### config.mk
export PLATFORM = sky130hd
export DESIGN_NAME = apb_uart_regs
export DESIGN_NICKNAME = d
export VERILOG_FILES = /design/src/rtl/apb_uart_pkg.sv /design/src/rtl/apb_uart_rx_fifo.sv /design/src/rtl/apb_uart_regs.sv
export SDC_FILE = /design/constraint.sdc
export NUM_CORES = 1
export LEC_CHECK = 0
export CELL_PAD_IN_SITES_DETAIL_PLACEMENT = 1
export CELL_PAD_IN_SITES_GLOBAL_PLACEMENT = 2
export CORE_MARGIN = 2
export CORE_UTILIZATION = 32
export DETAILED_ROUTE_END_ITERATION = 7
export PLACE_DENSITY_LB_ADDON = 0.1
export SLEW_MARGIN = 20
export SYNTH_ARGS = -nofsm -noshare
export SYNTH_HDL_FRONTEND = slang
export SYNTH_HIERARCHICAL = 1
export SYNTH_SLANG_ARGS = --single-unit
### constraint.sdc
create_clock -name PCLK -period 8.1 [get_ports PCLK]
set_input_delay 0.81 -clock PCLK [delete_from_list [all_inputs] [get_ports PCLK]]
set_output_delay 0.81 -clock PCLK [all_outputs]
set_load 0.005 [all_outputs]
### src/rtl/apb_uart_pkg.sv
// Shared constants for the APB UART register block: register addresses,
// STATUS/CTRL bit positions and the TX launch state encoding.
package apb_uart_pkg;

    localparam logic [4:0] ADDR_TXDATA = 5'h00;
    localparam logic [4:0] ADDR_RXDATA = 5'h04;
    localparam logic [4:0] ADDR_STATUS = 5'h08;
    localparam logic [4:0] ADDR_CTRL   = 5'h0C;
    localparam logic [4:0] ADDR_BAUD   = 5'h10;

    localparam int ST_RX_NOT_EMPTY = 0;
    localparam int ST_RX_FULL      = 1;
    localparam int ST_OVERRUN      = 2;
    localparam int ST_HOLD_VALID   = 3;
    localparam int ST_TX_ACTIVE    = 4;

    localparam int CTRL_TX_EN = 0;
    localparam int CTRL_RX_EN = 1;
    localparam int CTRL_IE_RX = 2;
    localparam int CTRL_IE_TX = 3;

    typedef enum logic [1:0] {
        TX_IDLE  = 2'd0,
        TX_START = 2'd1,
        TX_BUSY  = 2'd2
    } tx_state_t;

endpackage

### src/rtl/apb_uart_rx_fifo.sv
// Small RX byte FIFO. A pop is ignored when empty; a push is dropped when
// full unless a pop happens on the same edge, which frees the slot.
module apb_uart_rx_fifo #(
    parameter int DEPTH = 4,
    parameter int W     = 8
) (
    input  logic                     clk,
    input  logic                     rst,
    input  logic                     push,
    input  logic                     pop,
    input  logic [W-1:0]             wdata,
    output logic [W-1:0]             rdata,
    output logic                     full,
    output logic                     empty,
    output logic [$clog2(DEPTH):0]   count
);
    localparam int AW = $clog2(DEPTH);

    logic [W-1:0]  mem [DEPTH];
    logic [AW-1:0] wr_ptr;
    logic [AW-1:0] rd_ptr;
    logic [AW:0]   cnt;
    logic          do_push;
    logic          do_pop;

    assign empty   = (cnt == '0);
    assign full    = (cnt == (AW+1)'(DEPTH));
    assign do_pop  = pop & ~empty;
    assign do_push = push & (~full | do_pop);
    assign rdata   = mem[rd_ptr];
    assign count   = cnt;

    // Pointer and occupancy bookkeeping; pointers wrap naturally.
    always_ff @(posedge clk) begin
        if (rst) begin
            wr_ptr <= '0;
            rd_ptr <= '0;
            cnt    <= '0;
        end else begin
            if (do_push) wr_ptr <= wr_ptr + 1'b1;
            if (do_pop)  rd_ptr <= rd_ptr + 1'b1;
            case ({do_push, do_pop})
                2'b10:   cnt <= cnt + 1'b1;
                2'b01:   cnt <= cnt - 1'b1;
                default: cnt <= cnt;
            endcase
        end
    end

    // Storage needs no reset: contents are only visible through count.
    always_ff @(posedge clk) begin
        if (do_push) mem[wr_ptr] <= wdata;
    end

endmodule

### src/rtl/apb_uart_regs.sv
// APB3 register front end for the UART core: TX holding register with a
// launch FSM, RX capture FIFO, control/baud registers and the interrupt.
// APB handshake: zero wait states, PREADY is tied high; a transfer takes
// effect on the edge where PSEL & PENABLE are both high, and PRDATA/PSLVERR
// are combinational and valid only during that access phase.
module apb_uart_regs
    import apb_uart_pkg::*;
#(
    parameter int BAUD_DEFAULT = 868,
    parameter int RX_DEPTH     = 4,
    parameter int BAUD_W       = 20
) (
    input  logic              PCLK,
    input  logic              rst,
    input  logic              PSEL,
    input  logic              PENABLE,
    input  logic              PWRITE,
    input  logic [4:0]        PADDR,
    input  logic [31:0]       PWDATA,
    output logic [31:0]       PRDATA,
    output logic              PREADY,
    output logic              PSLVERR,
    output logic              uart_tx_en,
    output logic [7:0]        uart_tx_data,
    input  logic              uart_tx_busy,
    input  logic              uart_tx_done,
    output logic              uart_rx_en,
    input  logic [7:0]        uart_rx_data,
    input  logic              uart_rx_done,
    output logic [BAUD_W-1:0] baud_div,
    output logic              irq
);
    localparam int CW = $clog2(RX_DEPTH) + 1;

    tx_state_t   tx_state;
    logic [7:0]  hold;
    logic        hold_valid;
    logic [3:0]  ctrl;
    logic        overrun;
    logic        rx_done_q;

    logic        acc;
    logic [4:0]  addr;
    logic        launch;
    logic        rx_push;
    logic        fifo_pop;
    logic        fifo_full;
    logic        fifo_empty;
    logic [7:0]  fifo_rdata;
    logic [CW-1:0] fifo_count;
    logic [7:0]  status;

    logic [31:0] prdata_c;
    logic        slverr_c;
    logic        hold_wr;
    logic        ctrl_wr;
    logic        baud_wr;
    logic        ovr_clr;
    logic        ovr_set;
    logic        unused_bits;

    assign acc     = PSEL & PENABLE;
    assign addr    = {PADDR[4:2], 2'b00};
    assign launch  = (tx_state == TX_IDLE) & hold_valid & ctrl[CTRL_TX_EN] & ~uart_tx_busy;
    assign rx_push = ctrl[CTRL_RX_EN] & uart_rx_done & ~rx_done_q;
    assign ovr_set = rx_push & fifo_full & ~fifo_pop;
    assign status  = {3'(fifo_count), (tx_state != TX_IDLE), hold_valid, overrun,
                      fifo_full, ~fifo_empty};

    assign PREADY      = 1'b1;
    assign PRDATA      = prdata_c;
    assign PSLVERR     = slverr_c;
    assign uart_rx_en  = ctrl[CTRL_RX_EN];
    assign unused_bits = ^{PADDR[1:0], PWDATA};

    apb_uart_rx_fifo #(.DEPTH(RX_DEPTH), .W(8)) u_rx_fifo (
        .clk   (PCLK),
        .rst   (rst),
        .push  (rx_push),
        .pop   (fifo_pop),
        .wdata (uart_rx_data),
        .rdata (fifo_rdata),
        .full  (fifo_full),
        .empty (fifo_empty),
        .count (fifo_count)
    );

    // Address decode: read data, error response and write strobes.
    always_comb begin
        prdata_c = '0;
        slverr_c = 1'b0;
        hold_wr  = 1'b0;
        ctrl_wr  = 1'b0;
        baud_wr  = 1'b0;
        ovr_clr  = 1'b0;
        fifo_pop = 1'b0;
        if (acc) begin
            case (addr)
                ADDR_TXDATA: begin
                    // A write racing the launch that empties hold is accepted.
                    if (PWRITE) begin
                        if (hold_valid & ~launch) slverr_c = 1'b1;
                        else                      hold_wr  = 1'b1;
                    end
                end
                ADDR_RXDATA: begin
                    if (PWRITE || fifo_empty) begin
                        slverr_c = 1'b1;
                    end else begin
                        prdata_c = {24'b0, fifo_rdata};
                        fifo_pop = 1'b1;
                    end
                end
                ADDR_STATUS: begin
                    if (PWRITE) ovr_clr  = PWDATA[ST_OVERRUN];
                    else        prdata_c = {24'b0, status};
                end
                ADDR_CTRL: begin
                    if (PWRITE) ctrl_wr  = 1'b1;
                    else        prdata_c = {28'b0, ctrl};
                end
                ADDR_BAUD: begin
                    if (PWRITE) begin
                        if (PWDATA[BAUD_W-1:0] == '0) slverr_c = 1'b1;
                        else                          baud_wr  = 1'b1;
                    end else begin
                        prdata_c = 32'(baud_div);
                    end
                end
                default: slverr_c = 1'b1;
            endcase
        end
    end

    // Software-visible registers, sticky overrun and the registered interrupt.
    always_ff @(posedge PCLK) begin
        if (rst) begin
            hold       <= '0;
            hold_valid <= 1'b0;
            ctrl       <= '0;
            baud_div   <= BAUD_W'(BAUD_DEFAULT);
            overrun    <= 1'b0;
            rx_done_q  <= 1'b0;
            irq        <= 1'b0;
        end else begin
            rx_done_q <= uart_rx_done;
            if (hold_wr) begin
                hold       <= PWDATA[7:0];
                hold_valid <= 1'b1;
            end else if (launch) begin
                hold_valid <= 1'b0;
            end
            if (ctrl_wr) ctrl     <= PWDATA[3:0];
            if (baud_wr) baud_div <= PWDATA[BAUD_W-1:0];
            overrun <= ovr_set | (overrun & ~ovr_clr);
            irq <= (ctrl[CTRL_IE_RX] & (~fifo_empty | overrun)) |
                   (ctrl[CTRL_IE_TX] & ~hold_valid & (tx_state == TX_IDLE));
        end
    end

    // TX launch FSM: present hold to the core until it reports busy, then
    // wait for the frame to finish before allowing the next launch.
    always_ff @(posedge PCLK) begin
        if (rst) begin
            tx_state     <= TX_IDLE;
            uart_tx_en   <= 1'b0;
            uart_tx_data <= '0;
        end else begin
            case (tx_state)
                TX_IDLE: begin
                    if (launch) begin
                        uart_tx_data <= hold;
                        uart_tx_en   <= 1'b1;
                        tx_state     <= TX_START;
                    end
                end
                TX_START: begin
                    if (uart_tx_busy) begin
                        uart_tx_en <= 1'b0;
                        tx_state   <= TX_BUSY;
                    end
                end
                TX_BUSY: begin
                    if (uart_tx_done && !uart_tx_busy) tx_state <= TX_IDLE;
                end
                default: begin
                    uart_tx_en <= 1'b0;
                    tx_state   <= TX_IDLE;
                end
            endcase
        end
    end

endmodule

# Yosys cells after proc, flatten, opt, wreduce, memory -nomap -nowiden
# Memories as Yosys holds them, arrays and structs flattened. A register that Yosys moved wholly into a read port is not among the register bits.
# Cells that the tools add are included.
[totals]
reg_bits = 54
ramBits = 32
inputBits = 53
word_cells = 116
n_memories = 1
[memory_table]
columns = ["name", "words", "word_bits", "read_ports", "rd_clocked_by_memory_dff", "wr", "line_no", "rtl"]
rows = [
  ["u_rx_fifo.mem", 4, 8, 1, 1, 1, "apb_uart_rx_fifo.sv:19", "logic [W-1:0] mem [DEPTH];"],
]
[op_classes]
addsub = 4
n_eq_ne = 12
mux = 44
bitwise_logic = 28
n_reduce_logical = 14
[op_table]
columns = ["op", "n"]
rows = [
  ["one-hot mux 20 bit (4 select lines)", 1],
  ["two-way mux 20 bit", 2],
  ["two-way mux 1 bit", 29],
  ["logical NOT 20 bit", 1],
  ["two-way mux 8 bit", 2],
  ["bitwise AND 1 bit", 15],
  ["two-way mux 2 bit", 5],
  ["NOT 1 bit", 9],
  ["== test 3 x 2 -> 1 bit (second input constant)", 2],
  ["== test 3 bit (second input constant)", 2],
  ["!= test 2 bit (second input constant)", 3],
  ["one-hot mux 2 bit (3 select lines)", 1],
  ["one-hot mux 3 bit (2 select lines)", 1],
  ["AND reduction 3 bit", 2],
  ["nonzero test 2 bit", 3],
  ["logical NOT 5 bit", 1],
  ["adder 2 x 1 -> 2 bit (second input constant)", 2],
  ["== test 2 x 1 -> 1 bit (second input constant)", 2],
  ["== test 2 bit (second input constant)", 2],
  ["two-way mux 4 bit", 1],
  ["OR 1 bit", 4],
  ["one-hot mux 1 bit (4 select lines)", 1],
  ["adder 3 x 1 -> 3 bit (second input constant)", 1],
  ["== test 3 x 1 -> 1 bit (second input constant)", 1],
  ["other kinds (9)", 9],
]

# Longest topological paths before layout
# Gate-level depths: netlist of run 1.
[depth]
ltp_word = 11
depth_mapped = 10
depth_no_buf = 9

# Modules after synthesis
# The synthesis of run 1 kept the hierarchy.
[modules_own_cells]
columns = ["module", "n_inst", "cells_per_inst", "area_per_inst_um2"]
rows = [
  ["apb_uart_regs", 1, 284, 2494.9],
  ["apb_uart_rx_fifo", 1, 101, 1691.6],
]

# Worst setup path after synthesis of run 1
# OpenSTA, ideal clock, no wires.
[synth_path]
path_kind = "input port to flip-flop"
start = "input port PADDR[3]"
end = "register u_rx_fifo.cnt[2], in the netlist u_rx_fifo/count[2]"
setup_time_ps = 123
t_arrival_ps = 3264
t_required_ps = 7977
path_slack_ps = 4713
stages = 9
path_cell_list = "buf_2 > or4b_4 > nor3_4 > o31a_1 > nand2b_1 > fa_1 > nand2b_1 > o31ai_2 > mux2_1"
[synth_between]
elab_chain_cells = 8
elab_cells_between_ends = 10
[synth_rtl]
columns = ["item", "line_no", "rtl"]
rows = [
  ["from (decl)", "apb_uart_regs.sv:18", "input logic [4:0] PADDR,"],
  ["== test 3 x 1 -> 1 bit *", "apb_uart_regs.sv:98", "case (addr)"],
  ["two-way mux 1 bit *", "apb_uart_regs.sv:98", ""],
  ["two-way mux 1 bit *", "apb_uart_regs.sv:97", "if (acc) begin"],
  ["via fifo_pop", "apb_uart_regs.sv:46", "logic fifo_pop;"],
  ["bitwise AND 1 bit *", "apb_uart_rx_fifo.sv:28", "assign do_pop = pop & ~empty;"],
  ["OR 1 bit", "apb_uart_rx_fifo.sv:29", "assign do_push = push & (~full | do_pop);"],
  ["bitwise AND 1 bit", "apb_uart_rx_fifo.sv:29", ""],
  ["== test 2 x 1 -> 1 bit / == test 2 bit (equally long branches)", "apb_uart_rx_fifo.sv:42", "case ({do_push, do_pop})"],
  ["one-hot mux 3 bit (2 select lines) / nonzero test 2 bit (equally long branches)", "n/a", ""],
  ["to (signal assigned)", "apb_uart_rx_fifo.sv:43", "2'b10: cnt <= cnt + 1'b1;"],
  ["to (signal assigned)", "apb_uart_rx_fifo.sv:44", "2'b01: cnt <= cnt - 1'b1;"],
  ["to (signal assigned)", "apb_uart_rx_fifo.sv:45", "default: cnt <= cnt;"],
  ["to (decl)", "apb_uart_rx_fifo.sv:22", "logic [AW:0] cnt;"],
]
# The timed path passes the listed nets; every way through them passes the cells marked *.
# A chain may end at the register's enable or synchronous reset.

# Worst setup path after layout of run 1
[layout_path]
start = "input port PADDR[2]"
end = "output port PRDATA[2]"
[layout_between]
elab_chain_cells = 3
elab_cells_between_ends = 6
[layout_rtl]
columns = ["item", "line_no", "rtl"]
rows = [
  ["== test 3 bit (tied with other cells)", "apb_uart_regs.sv:98", ""],
  ["one-hot mux 20 bit (4 select lines) *", "apb_uart_regs.sv:98", ""],
  ["two-way mux 20 bit *", "apb_uart_regs.sv:97", ""],
  ["to (decl)", "apb_uart_regs.sv:20", "output logic [31:0] PRDATA,"],
]
# Every way passes the cells marked *; elsewhere a longest branch is shown, timed or not.

==> flow_metrics.tcl, run 1 <==
set metrics [dict create \
    start_kind "primary input" \
    hold_path_end "hold[6]" \
    yosys-top-cells-area "dfxtp_1 (27%), edfxtp_1 (23%), mux2i_1 (7.9%), nand2b_1 (5.1%), mux4_2 (4.3%)" \
    diodes 0 \
    grt_pass1_wl_mm 16.98 \
    power_density_nw_per_um2 175.6 \
    grt_util_all_layers_pct 15.60 \
    syn_inst 385 \
    yosysSeqAreaShare_pct 49.73 \
    hp-start "hold[6]" \
    grt_pass1_vias 3095 \
    dieArea_sq_um 14010 \
    synth_area_leader_cell "dfxtp_1" \
    syn_area_per_cell_sq_um 10.87 \
    r2r_slack_ns 4.64 \
    post_cts_buffers 0 \
    crit_top_cell "clkdlybuf4s50_1" \
    critPathSlowestCell "clkdlybuf4s50_1" \
    cts_buffers 9 \
    setup_viol 0 \
    post-route-min-period_ns 4.339 \
    fin_crit_sh_pct 53.57 \
    layout_setup_ws_ns 3.761 \
    peakVddDrop_v 0.0001770 \
    drtIter0Drc 161 \
    r2r_cells 9 \
    hold_viol_final 0 \
    synthDistinctLibCells 59 \
    crit_path_max_incr_delay_ns 0.85 \
    firstDrtPassIters 4 \
    die_y_microns 118.4 \
    area.growth.synth_to_final_pct 30.72 \
    required_ns 7.29 \
    synth_edf_count 32 \
    wl_per_cell_microns 16.70 \
    dp_hpwl_mm 7.854 \
    yosysTopAreaCellShare_pct 26.78 \
    cts_max_path_buffers 2 \
    mostFrequentLayoutCells "clkdlybuf4s50_1 (89), dfxtp_1 (56), nor2_1 (37)" \
    yosys_register_bits 88 \
    power_leakage_uw 0.001838 \
    die_w_microns 118.4 \
    vias_per_cell 4.836 \
    r2r-start "u_rx_fifo/count[0]" \
    rows 41 \
    vias 3100 \
    relSlewSlack_pct 44.41 \
    cts-root-buf "clkbuf_16" \
    grt_start_max_net_pins 77 \
    fmax_mhz 230.5 \
    ant_nets 0 \
    worst_setup_path_end_kind "output port" \
    clk_latency_ns 0.35 \
    holdPathStages 2 \
    maxCapViolCount 0 \
    cts_resized 0 \
    critPathKind "in2out" \
    post_route_cells_drive_above_1_share_pct 8.529 \
    core_sq_um 12720 \
    clk_pin_slew_ns 0.06 \
    portBuffers 90 \
    crit_family "buffers and inverters" \
    cp_max_fo 15 \
    start_util_pct 32.91 \
    r2r-end "u_rx_fifo/count[2]" \
    yosysWarnings 6 \
    worst_slew_pin_slew_ns 0.8300 \
    rsz0062_at_grt "no" \
    outcome "finished clean" \
    wl_mm 10.70 \
    final_nets 522 \
    cts_sinks 88 \
    async_flop_share_pct 0 \
    pre_cts_ws_ns 3.619 \
    drc 0 \
    hold_path_class "reg2reg" \
    cp.buffers_inverters 2 \
    worstPathArrival_ns 3.53 \
    grt_antenna_before_repair 0 \
    synth-main-ff-cell "dfxtp_1" \
    h-tree-depth 3 \
    skew_ns 0.01062 \
    setup_tns_ns 0 \
    gp_congestion 0.7163 \
    cts_hold_buffers 0 \
    drv_slew 0 \
    cts_tree "built" \
    final_common_cell "clkdlybuf4s50_1" \
    grt_overflow_total 0 \
    io-pin-count 118 \
    cp_cell_sequence "clkdlybuf4s50_1 -> or4b_4 -> nor3_4 -> nand2_1 -> o21ai_0 -> clkdlybuf4s50_1" \
    syn-cell-area_sq_um 4187 \
]
-- cell usage after synthesis, drive strengths merged (8+ instances only) --
cell	number
edfxtp	32
inv	9
nand2b	34
o21ai	15
clkbuf	10
nor2	38
dfxtp	56
nand2	10
mux4	8
a21oi	16
nand3	12
and2	17
mux2i	33
buf	25
-- logic make-up after synthesis --
kind of cell             share of synthesized area [%]
AO/OA/AOI/OAI                                    9.175
XOR/XNOR                                         1.046
adder cells (fa/ha/maj)                          1.674
buffers and inverters                            6.067
flip-flops                                       49.73
multiplexers                                     13.00
other                                           0.1794
AND/OR/NAND/NOR                                  19.13
-- flip-flops by register name (all words and copies together), names as in the netlist, 2 cells and up, named ones only --
name              cells
u_rx_fifo/mem        32
u_rx_fifo/count       3
baud_div             20
u_rx_fifo/wr_ptr      2
hold                  8
uart_tx_data          8
u_rx_fifo/rd_ptr      2
ctrl                  4
tx_state              2
-- worst min-delay path, delay by kind of cell, from the launching register on --
family             cells  cell delay (ns)
DFF                    1             0.31
AOI/OAI and AO/OA      2             0.13
-- routing by layer --
layer	track usage (%)	vias up	wire length [microns]
met5	0	-	0
met3	3.427	9	563
met1	20.90	1498	5072
li1	-	1501	-
met4	6.250	0	161
met2	24.46	92	4905
-- through the flow --
step           instance area (sq um)  utilization [%]  instances  power, uW  hold WS (ns)
2_1_floorplan                   4228                -        396      496.8        0.4535
3_3_place_gp                    5141            40.41        625      523.2        0.4697
3_5_place_dp                    5146            40.45        625      524.0        0.4726
4_1_cts                         5473            43.02        641      972.8        0.4818
5_1_grt                         5473            43.02        641      997.0        0.4993
6_report                        5473            43.02        641      960.9        0.4807
-- where the power goes --
| group | internal, uW | leakage, uW | switching (uW) |
|---|---|---|---|
| combinational | 27.2 | 0.000933 | 26.5 |
| clock | 274 | 0.000166 | 173 |
| sequential | 459 | 0.000739 | 1.15 |
-- worst max-delay path by stage --
| stage | startpoint | end | slack (ns) | cells past startpoint |
|---|---|---|---|---|
| global placement | PADDR[2] | PRDATA[10] | 3.44 | 5 |
| detailed placement | PADDR[2] | u_rx_fifo/count[2] | 3.62 | 9 |
| CTS | PADDR[2] | PRDATA[2] | 3.71 | 6 |
| global route | PADDR[2] | PRDATA[2] | 3.54 | 6 |
| floorplan | PADDR[3] | u_rx_fifo/count[2] | 4.71 | 9 |
| finish | PADDR[2] | PRDATA[2] | 3.76 | 6 |
-- final cells by class --
| type | instances | area [sq um] |
|---|---|---|
| Timing Repair Buffer | 92 | 910.9 |
| Tap cell | 172 | 215.2 |
| Clock buffer | 12 | 277.8 |
| Sequential cell | 88 | 2082 |
| Inverter | 9 | 33.78 |
| Fill cell | 1439 | 7249 |
| Multi-Input combinational cell | 264 | 1904 |
| Clock inverter | 4 | 48.80 |
Note: power is estimated with default switching activity, not from simulation.
==> inputs of run 2 (changes only) <==
Settings changed: CORE_UTILIZATION 32 to 30.
Clock period 8.1 ns to 4.4 ns, I/O delays scaled along.
==> run 2 against run 1 <==
  * Combinational power up 88%
  * Via count down 0.35%
  * Register-to-register slack worse by 3.3 ns
  * Non-clock buffer count up 3
  * Design area up 1.1%
  * Critical path type unchanged
  * Critical path depth unchanged
  * Power up 93%
  * Highest routed layer unchanged
  * Clock skew down 0.0029 ns
==> flow_metrics.tcl, run 2 (synthesized netlist as in run 1, its figures left out) <==
set metrics [dict create \
    r2r-start "u_rx_fifo/count[0]" \
    final_common_cell "clkdlybuf4s50_1" \
    wl_mm 11.03 \
    outcome "finished clean" \
    drtIter0Drc 143 \
    largest_reg_flops 32 \
    regArea_sq_um 2082 \
    clk_latency_ns 0.35 \
    cts_hold_buffers 0 \
    r2r_cells 9 \
    utilization_pct 40.17 \
    drc 0 \
    io-pin-count 118 \
    crit_path_max_incr_delay_ns 0.56 \
    crit_top_cell "clkdlybuf4s50_1" \
    dieArea_sq_um 14920 \
    worstPathArrival_ns 2.83 \
    cts_buffers 9 \
    start_util_pct 30.40 \
    cts_resized 0 \
    setup_tns_ns 0 \
    critPathSlowestCell "clkdlybuf4s50_1" \
    worst_setup_path_end_kind "output port" \
    fin_crit_sh_pct 74.24 \
    maxCapViolCount 0 \
    die_y_microns 122.1 \
    grt_util_all_layers_pct 15.56 \
    multiInputGateArea_sq_um 1899 \
    cp_max_fo 14 \
    power_density_nw_per_um2 334.4 \
    power_frac_comb_pct 5.4 \
    peakVddDrop_v 0.0003063 \
    dp_cells 636 \
    crit_family "buffers and inverters" \
    wl_per_cell_microns 16.92 \
    cp_cell_sequence "clkdlybuf4s50_1 -> buf_4 -> or3b_4 -> a211o_1 -> o21ai_0 -> clkdlybuf4s50_1" \
    crit_cells 6 \
    rsz0062_at_grt "no" \
    vias_per_cell 4.738 \
    grt_antenna_before_repair 0 \
    vias 3089 \
    crit_start "PADDR[2]" \
    clkPwrFrac_pct 48.8 \
    core_sq_um 13770 \
    required_ns 3.96 \
    switchingPower_uw 385.3 \
    r2r-end "u_rx_fifo/count[2]" \
    drv_slew 0 \
    worstSetupEndpoint "PRDATA[3]" \
    power_leakage_uw 0.001867 \
    pre_cts_ws_ns 0.9726 \
    p_int_uw 1465 \
    layout_setup_ws_ns 1.134 \
    rows 43 \
    regMostFlops "u_rx_fifo/mem" \
    post_route_cells_drive_above_1_share_pct 8.898 \
    hold_path_class "reg2reg" \
    post_cts_buffers 0 \
    finalNonFillerCells 652 \
    cts_tree "built" \
    area.growth.synth_to_final_pct 32.16 \
    grt_pass1_vias 3148 \
    diodes 0 \
    switching_share_pct 20.82 \
    h-tree-depth 3 \
    nFillCells 1525 \
    grt_overflow_total 0 \
    relSlewSlack_pct 45.59 \
    ant_nets 0 \
    final_nets 525 \
    portBuffers 90 \
    setup_viol 0 \
    start_kind "primary input" \
    grt_start_max_net_pins 50 \
    skew_ns 0.007741 \
    mostFrequentLayoutCells "clkdlybuf4s50_1 (89), dfxtp_1 (56), nor2_1 (37)" \
    cts-root-buf "clkbuf_16" \
    clk_pin_slew_ns 0.07 \
    post-route-min-period_ns 3.266 \
    grt_pass1_wl_mm 17.39 \
    worst_slew_pin_slew_ns 0.8094 \
    dp_hpwl_mm 8.105 \
    gp_congestion 0.7060 \
    cp.buffers_inverters 3 \
    critPathKind "in2out" \
    r2r_slack_ns 1.39 \
    die_w_microns 122.1 \
    seqPwrFrac_pct 45.8 \
    cts_sinks 88 \
    firstDrtPassIters 4 \
    hold_viol_final 0 \
    fmax_mhz 306.1 \
    top_regs "u_rx_fifo/mem (32), baud_div (20)" \
    cts_max_path_buffers 2 \
]
## run 2: cell count changes in the layout (fill, tap and decap cells not counted)
cell	delta
nor3_2	-1
inv_8	+1
bufinv_16	+1
inv_4	-1
clkbuf_8	-2
clkbuf_16	+1
buf_4	+3
nor3_1	+1
## run 2: power groups by stage
stage / logic, uW / clock network [uW] / registers (uW)
after global placement: 99.9 / 0 / 865
after CTS: 102 / 933 / 847
final: 101 / 903 / 847
after floorplan: 50.1 / 0 / 865
after global routing: 111 / 960 / 847
after detailed placement: 101 / 0 / 865
## run 2: worst min-delay path by stage
stage	startpoint	to	depth (start not counted)
after floorplan	hold[0]	hold[0]	2
after global placement	baud_div[10]	baud_div[10]	2
after detailed placement	hold[2]	hold[2]	2
after CTS	hold[2]	hold[2]	2
after global routing	hold[3]	hold[3]	2
final	hold[2]	hold[2]	2
## run 2: worst register-to-register path, delay by kind of cell, from the launching register on
kind	cells	cell delay, ns
AND/OR/NAND/NOR	5	1.12
multiplexers	1	0.35
adder cells (fa/ha/maj)	1	0.38
AO/OA/AOI/OAI	2	0.52
flip-flops	1	0.53
## run 2: area by class of cell
type	instances	share of cell area [%]
clock buffer	11	4.975
tap	180	4.071
inverter	9	0.6106
multi-input combinational	264	34.33
clock inverter	5	1.515
timing repair buffer	95	16.87
sequential	88	37.63
## run 2: through the flow
stage / hold slack [ns] / cell area (sq um) / total power, uW
after global routing: 0.5096 / 5533 / 1918
after detailed placement: 0.4739 / 5174 / 966.1
after global placement: 0.4702 / 5174 / 964.9
after floorplan: 0.4535 / 4228 / 914.6
after CTS: 0.4833 / 5533 / 1882
final: 0.4802 / 5533 / 1850
## run 2: per-layer routing
metal,wire (microns),vias to the layer above,track usage (%)
met5,0,-,0
met1,5152,1496,20.29
met4,107,0,4.526
li1,-,1505,-
met2,5150,81,24.93
met3,622,7,4.728
